===== src/rtl/object_plotter.sv =====
// Plots one object per request: erases the old rectangle, draws the new one, one pixel per clock.
// Build option: define OBJECT_PLOTTER_ERASE_EN to include the erase pass over the old rectangle.
module object_plotter #(
  parameter int unsigned MAXX          = 159,
  parameter int unsigned MAXY          = 119,
  parameter logic [2:0]  BG_COLOUR     = 3'b000,
  parameter logic [2:0]  BALL_COLOUR   = 3'b111,
  parameter logic [2:0]  PADDLE_COLOUR = 3'b010,
  parameter logic [2:0]  BLOCK_COLOUR  = 3'b100
) (
  input  logic       clk,
  input  logic       resetn,
  input  logic       startPlot,
  input  logic [1:0] object,
  input  logic [7:0] newX,
  input  logic [6:0] newY,
  input  logic [7:0] oldX,
  input  logic [6:0] oldY,
  input  logic [7:0] sizeX,
  input  logic [6:0] sizeY,
  output logic       busy,
  output logic       done,
  output logic [7:0] vgaX,
  output logic [6:0] vgaY,
  output logic [2:0] colour,
  output logic       plot
);

  typedef enum logic [2:0] {
    ST_IDLE,
    ST_LATCH,
    ST_ERASE,
    ST_DRAW,
    ST_DONE
  } state_t;

  localparam logic [8:0] LP_MAXX = 9'(MAXX);
  localparam logic [7:0] LP_MAXY = 8'(MAXY);

  state_t     r_state;
  state_t     w_next;

  logic [1:0] r_object;
  logic [7:0] r_newX;
  logic [6:0] r_newY;
  logic [7:0] r_sizeX;
  logic [6:0] r_sizeY;
  logic [7:0] r_col;
  logic [6:0] r_row;

  logic       r_busy;
  logic       r_done;
  logic [7:0] r_vgaX;
  logic [6:0] r_vgaY;
  logic [2:0] r_colour;
  logic       r_plot;

  logic [7:0] w_base_x;
  logic [6:0] w_base_y;
  logic [8:0] w_sum_x;
  logic [7:0] w_sum_y;
  logic [2:0] w_obj_colour;
  logic [2:0] w_pix_colour;
  logic       w_scan;
  logic       w_col_wrap;
  logic       w_last;
  logic       w_visible;
  logic       w_empty;

`ifdef OBJECT_PLOTTER_ERASE_EN
  logic [7:0] r_oldX;
  logic [6:0] r_oldY;

  always_ff @(posedge clk or negedge resetn) begin
    if (!resetn) begin
      r_oldX <= '0;
      r_oldY <= '0;
    end else if (r_state == ST_LATCH) begin
      r_oldX <= oldX;
      r_oldY <= oldY;
    end
  end

  assign w_base_x     = (r_state == ST_ERASE) ? r_oldX : r_newX;
  assign w_base_y     = (r_state == ST_ERASE) ? r_oldY : r_newY;
  assign w_pix_colour = (r_state == ST_ERASE) ? BG_COLOUR : w_obj_colour;
`else
  logic w_unused_old;
  assign w_unused_old = ^{oldX, oldY};

  assign w_base_x     = r_newX;
  assign w_base_y     = r_newY;
  assign w_pix_colour = w_obj_colour;
`endif

  always_comb begin
    w_obj_colour = BG_COLOUR;
    case (r_object)
      2'b00:   w_obj_colour = BALL_COLOUR;
      2'b01:   w_obj_colour = PADDLE_COLOUR;
      2'b10:   w_obj_colour = BLOCK_COLOUR;
      default: w_obj_colour = BG_COLOUR;
    endcase
  end

  // Sums are one bit wider than the coordinates so off-screen pixels clip instead of wrapping.
  assign w_sum_x    = {1'b0, w_base_x} + {1'b0, r_col};
  assign w_sum_y    = {1'b0, w_base_y} + {1'b0, r_row};
  assign w_visible  = (w_sum_x <= LP_MAXX) && (w_sum_y <= LP_MAXY);
  assign w_scan     = (r_state == ST_ERASE) || (r_state == ST_DRAW);
  assign w_col_wrap = (r_col == (r_sizeX - 8'd1));
  assign w_last     = w_col_wrap && (r_row == (r_sizeY - 7'd1));
  assign w_empty    = (object == 2'b11) || (sizeX == '0) || (sizeY == '0);

  always_comb begin
    w_next = r_state;
    case (r_state)
      ST_IDLE:  if (startPlot) w_next = ST_LATCH;
      ST_LATCH: begin
        if (w_empty) begin
          w_next = ST_DONE;
        end else begin
`ifdef OBJECT_PLOTTER_ERASE_EN
          w_next = ST_ERASE;
`else
          w_next = ST_DRAW;
`endif
        end
      end
      ST_ERASE: if (w_last) w_next = ST_DRAW;
      ST_DRAW:  if (w_last) w_next = ST_DONE;
      ST_DONE:  w_next = ST_IDLE;
      default:  w_next = ST_IDLE;
    endcase
  end

  always_ff @(posedge clk or negedge resetn) begin
    if (!resetn) r_state <= ST_IDLE;
    else         r_state <= w_next;
  end

  always_ff @(posedge clk or negedge resetn) begin
    if (!resetn) begin
      r_object <= '0;
      r_newX   <= '0;
      r_newY   <= '0;
      r_sizeX  <= '0;
      r_sizeY  <= '0;
      r_col    <= '0;
      r_row    <= '0;
    end else if (r_state == ST_LATCH) begin
      r_object <= object;
      r_newX   <= newX;
      r_newY   <= newY;
      r_sizeX  <= sizeX;
      r_sizeY  <= sizeY;
      r_col    <= '0;
      r_row    <= '0;
    end else if (w_scan) begin
      if (w_last) begin
        r_col <= '0;
        r_row <= '0;
      end else if (w_col_wrap) begin
        r_col <= '0;
        r_row <= r_row + 7'd1;
      end else begin
        r_col <= r_col + 8'd1;
      end
    end
  end

  // busy stays high through the done cycle even though the state is already back in IDLE.
  always_ff @(posedge clk or negedge resetn) begin
    if (!resetn) begin
      r_busy   <= 1'b0;
      r_done   <= 1'b0;
      r_plot   <= 1'b0;
      r_vgaX   <= '0;
      r_vgaY   <= '0;
      r_colour <= BG_COLOUR;
    end else begin
      r_busy <= (w_next != ST_IDLE) || (r_state == ST_DONE);
      r_done <= (r_state == ST_DONE);
      r_plot <= w_scan && w_visible;
      if (w_scan) begin
        r_vgaX   <= w_sum_x[7:0];
        r_vgaY   <= w_sum_y[6:0];
        r_colour <= w_pix_colour;
      end
    end
  end

  assign busy   = r_busy;
  assign done   = r_done;
  assign plot   = r_plot;
  assign vgaX   = r_vgaX;
  assign vgaY   = r_vgaY;
  assign colour = r_colour;

endmodule


===== config.mk =====
export PLATFORM = sky130hd
export DESIGN_NAME = object_plotter
export DESIGN_NICKNAME = d
export VERILOG_FILES = /design/src/rtl/object_plotter.sv
export SDC_FILE = /design/constraint.sdc
export NUM_CORES = 1
export LEC_CHECK = 0
export BUFFER_PORTS_ARGS = -buffer_cell sky130_fd_sc_hd__buf_2
export CAP_MARGIN = 20
export CORE_MARGIN = 5
export CORE_UTILIZATION = 32
export CTS_CLUSTER_DIAMETER = 40
export DETAILED_ROUTE_END_ITERATION = 16
export GPL_TIMING_DRIVEN = 0
export PLACE_DENSITY_LB_ADDON = 0.08
export SLEW_MARGIN = 20
export SYNTH_ARGS = -nofsm -noshare
export SYNTH_HDL_FRONTEND = slang
export SYNTH_SLANG_ARGS = --single-unit
export TNS_END_PERCENT = 1

===== constraint.sdc =====
create_clock -name clk -period 5.4 [get_ports clk]
set_clock_uncertainty 0.1 [all_clocks]
set_input_delay 0.27 -clock clk [delete_from_list [all_inputs] [get_ports clk]]
set_output_delay 0.27 -clock clk [all_outputs]
set_load 0.02 [all_outputs]

* Word-level counts from Yosys, hierarchy flattened
Cells that the tools add are included.
** Storage, ports and cells
- Output and inout port bits :: 21
- Input bits :: 50
- ROM bits :: 0
- Word-level logic and storage cells :: 60
- Register bits :: 71
- RAM bits :: 0
- Latch bits :: 0
- Memories kept :: 0
** Cells by class
- Divide/modulo/power cells :: 0
- Add/sub/neg operators :: 6
- Eq/ne operators :: 9
- Order comparisons :: 2
- Reductions and logical operators :: 15
- Multiplexer cells :: 14
- Shift-type cells :: 0
- Bitwise logic cells :: 0
- Multipliers :: 0
** Operator list (count)
- 8-bit 2-to-1 mux :: 4
- 7-bit 2-to-1 mux :: 4
- 3-bit 2-to-1 mux :: 4
- 3-bit case mux with 4 select lines :: 1
- 8-bit by 8-bit adder with 9-bit output :: 1
- 9-bit by 8-bit less-or-equal comparator with 1-bit output (second input constant) :: 1
- 3-bit case mux with 3 select lines :: 1
- 7-bit by 7-bit adder with 8-bit output :: 1
- 8-bit by 1-bit adder with 8-bit output (second input constant) :: 1
- 8-bit equality test :: 1
- 8-bit by 7-bit less-or-equal comparator with 1-bit output (second input constant) :: 1
- 8-bit logical NOT :: 1
- 8-bit by 1-bit subtractor with 8-bit output (second input constant) :: 1
- 7-bit by 1-bit adder with 7-bit output (second input constant) :: 1
- 7-bit equality test :: 1
- 7-bit logical NOT :: 1
- 7-bit by 1-bit subtractor with 7-bit output (second input constant) :: 1
- 3-bit by 2-bit equality test with 1-bit output (second input constant) :: 2
- 3-bit nonzero test :: 2
- 2-bit equality test (second input constant) :: 2
- 1-bit logical OR :: 4
- 3-bit by 1-bit equality test with 1-bit output (second input constant) :: 1
- 3-bit equality test (second input constant) :: 1
- 1-bit logical AND :: 3
- 5 further kinds :: 5

* Depth between registers and ports, before layout
- Depth after elaboration :: 7
- Depth in mapped cells :: 9
- Depth with buffers taken out :: 9

* Worst setup path before layout
No wires, ideal clock.
- Path kind :: register to register
- From :: register r_row[0]
- To :: register r_plot, in the netlist plot
- Cell stages (with the launch flop) :: 9
- Path slack :: 3.133 ns
- Path buffers :: 0
- Clock period less this slack :: 2.267 ns
- Arrival :: 2.045 ns
- Cell sequence :: dfrtp_1 ha_1 fa_1 a21o_1 a21oi_1 nor2_1 a311oi_1 nor4_1 a2111oi_1
** On the way
- Word-level cells in the longest chain between the ends :: 4
** Ends and longest elaborated chain
- start, declared :: line 49 : logic [6:0] r_row;
- start signal, assigned :: line 165 : r_row <= r_row + 7'd1;
- 7-bit by 7-bit adder with 8-bit output :: line 108 : assign w_sum_y = {1'b0, w_base_y} + {1'b0, r_row};
- 8-bit by 7-bit less-or-equal comparator with 1-bit output :: line 109 : assign w_visible = (w_sum_x <= LP_MAXX) && (w_sum_y <= LP_MAXY);
- 1-bit logical AND :: line 109
- 1-bit logical AND :: line 184 : r_plot <= w_scan && w_visible;
- end signal, assigned :: line 184
- end, declared :: line 56 : logic r_plot;
Every way passes these cells.
A chain may end at the register's enable or synchronous reset.

* Worst setup path after layout
Same ends and word-level chain as after synthesis.

==> metrics.md <==
| Metric | Value |
|---|---|
| Status | `complete, no violations` |
| Crit share post-route | `0.487` |
| Max-cap violations | `0` |
| CTS buffer count | `9` |
| Initial DRC Count | `231` |
| Peak Freq | `between 0.3 and 0.4 GHz` |
| Hold Path Class | `in2reg` |
| Skew-Pair Late Insertion Delay | `around 0.34 ns` |
| Syn_nets | `approximately 530` |
| Final setup viols | `0` |
| Clk sinks | `71` |
| Clock root cell | `clkbuf_16` |
| Sequential area share after synthesis | `0.428` |
| Synth async-reset ratio | `1.00` |
| Max incr delay on CP | `roughly 0.44 ns` |
| Final Worst Setup Slack | `between 2 and 3 ns` |
| Slew @ Worst Pin | `around 0.90 ns` |
| Crit-path cells | `ha_1, fa_1, a21o_1, a21oi_1, nor2_1, a311oi_1, nor4_1, a2111oi_1` |
| Critical path class | `reg2reg` |
| Endpoints failing hold | `0` |
| Power Density | `around 620 nW/µm²` |
| Layout cells sized above 1 | `0.181` |
| RSZ-0062 raised after global routing | `false` |
| Vias in the first global route | `~3,400` |
| Initial core utilization | `0.327` |
| Post-synth EDFFs | `0` |
| Top cells by area, synth | `dfrtp_1 43%, nand2_1 11%, ha_1 5.7%` |
| Area leader, netlist | `dfrtp_1` |
| Fin Setup TNS | `0 ns` |
| Cells after synthesis | `463` |
| CP Depth | `8` |
| Pins Over Slew Limit | `0` |
| Largest net degree at the start of global routing | `52` |
| I/O Buffers | `55` |
| Worst r2r path cells | `8` |
| WHS Path Cells | `3` |
| Yosys warns | `0` |
| Drt drc | `0` |
| Synth cell types | `64` |
| Antenna viol nets, final | `0` |
| WL/cell | `14.8 µm` |
| Final #Nets | `around 600` |
| Commonest cells in the netlist | `123 x nand2_1, 71 x dfrtp_1, 29 x o21ai_0` |
| Worst-case vdd ir drop | `0.213 mV` |
| RePlAce Congestion | `approximately 0.81` |
| CTS Buffer Depth | `2` |
| Pre-CTS WS | `around 2.8 ns` |
| Core Rows | `41` |
| CTS tree | `yes` |
| Slowest-stage cell, CP | `dfrtp_1` |
| Dpl hpwl | `a little over 8 mm` |
| GRT Total Usage | `0.149` |
| Post-CTS Resized | `0` |
| Initial antenna violation count | `0` |
| LEAKAGE | `0.00234 µW` |
| CP Capture Type | `flip-flop` |
| Worst-path maximum fanout | `5` |
| Syn avg cell area | `roughly 9.0 µm²` |
| Die Y | `around 120 µm` |
| Top-count cell post-synth | `nand2_1` |
| Io pins | `about 70` |
| Crit path time final | `about 2.6 ns` |
| Diodes inserted | `0` |
| Predominant post-synthesis flop cell | `dfrtp_1` |
| First-pass GRT wire length | `roughly 17 mm` |
| H-tree depth | `3` |
| Drt pass-1 iters | `4` |
| Die X | `124 µm` |
| Max_slew headroom | `0.395` |
| CTS clk-pin slew, worst paths | `around 0.06 ns` |
| Synth top area share | `0.428` |
| Worst EP arrival | `about 2.8 ns` |
| Yosys reg bits | `about 70` |
| Critical path launch point type | `flip-flop` |
| Vias post-DR | `between 3,000 and 4,000` |
| Area delta synth->final | `19.5%` |
| WP data required | `5.52 ns` |
| Final WL | `10.5 mm` |
| Die ar. | `between 15,000 and 20,000 µm²` |
| Mapped Area | `around 4100 µm²` |
| Via/cell ratio | `between 4 and 5` |
| R2r startpoint | `r_row[0]` |
| CP Buf/Inv Count | `0` |
| Family with the most delay on the worst path | `compound AO/OA/AOI/OAI gates` |
| Hold path start | `newX[5]` |
| GRT overflow | `0` |
| Critical path startpoint | `r_row[0]` |
| Core Area | `around 13,000 µm²` |
==> per-layer routing <==
metal | global-route usage | routed length [µm]
met1 | 0.193 | 4770
met3 | 0.0486 | 746
met5 | 0 | 0
met4 | 0.0318 | 87
met2 | 0.245 | 4900
==> power by group <==
part	leakage (µW)	switching, µW	internal [µW]
logic	0.00132	894	611
clock network	0.000132	235	322
registers	0.000886	215	771
==> logic make-up after synthesis <==
| logic type | count (synthesis) | share of synthesized area |
|---|---|---|
| buffers and inverters | 43 | 0.0456 |
| xor gates and xnor gates | 25 | 0.0528 |
| muxes | 9 | 0.0235 |
| AOI/OAI and AO/OA | 92 | 0.158 |
| and+or+nand+nor | 202 | 0.225 |
| adders and majority gates | 21 | 0.0670 |
| DFF | 71 | 0.428 |
==> layout by cell type, fill, tap and decap left out, types with 3 or more instances in the layout <==
master       n
mux2_2       6
nand2_1    123
o21ai_1      7
a21o_1       6
nand4_1      5
and3_1       3
nor4_1       6
xnor2_1     15
buf_2       55
a221o_1      6
nand2b_1     6
xor2_1      10
clkbuf_1    13
nor3b_1      3
nand3_1     12
clkbuf_16    9
mux2i_1      3
a31oi_1      5
ha_1        19
inv_1       26
o31ai_1      3
o21bai_1     3
o21ai_0     29
nor3_1      10
dfrtp_1     71
a211o_1      4
nor2_1      17
or2_2        3
a21oi_1      8
==> final timing paths <==
check / endpoint / slack (ns)
setup reg to reg: plot / 2.77
hold / removal: r_newX[5] / 0.01
max in group asynchronous: r_sizeY[0] / 4.39
setup / recovery: plot / 2.77
min in group asynchronous: r_object[0] / 0.26
hold reg to reg: colour[1] / 0.37
==> per-stage QoR <==
stage / util / cell area, µm² / power, µW / hold slack (ns) / std cells
6_report: 0.391 / 4950 / 3050 / 0.0143 / 708
5_1_grt: 0.391 / 4950 / 3330 / 0.00280 / 708
4_1_cts: 0.391 / 4950 / 3100 / 0.00228 / 708
3_5_place_dp: 0.368 / 4670 / 2530 / 0.0826 / 691
3_3_place_gp: 0.366 / 4640 / 2490 / 0.357 / 690
2_1_floorplan: - / 4150 / 2090 / -0.126 / 463
==> layout make-up <==
type / instances / area (µm²)
buffer: 17 / 91.3
sequential: 71 / 1780
fill: 1332 / 7720
tap: 172 / 215
inverter: 26 / 97.6
timing repair buffer: 57 / 315
clock buffer: 11 / 243
clock inverter: 5 / 33.8
multi-input combinational: 349 / 2180
==> sequential cells by signal, summed over array words and instances, names as in the netlist <==
signal    flops
done          1
r_newX        8
r_row         7
busy          1
r_sizeY       7
r_newY        7
vgaX          8
r_object      2
r_col         8
r_sizeX       8
colour        3
vgaY          7
plot          1
r_state       3
==> tightest hold or removal path, delay by kind of cell <==
kind | cells | cell delay (ns)
simple gates | 2 | 0.08
buf+inv | 1 | 0.07
==> what timing repair did <==
action                                 4_1_cts  5_1_grt
setup endpoints to repair                    0        0
hold buffers                                 1        0
endpoints found under the hold margin       20        0
setup buffers                                0        0
No activity file was read; power rests on OpenSTA's default activity.
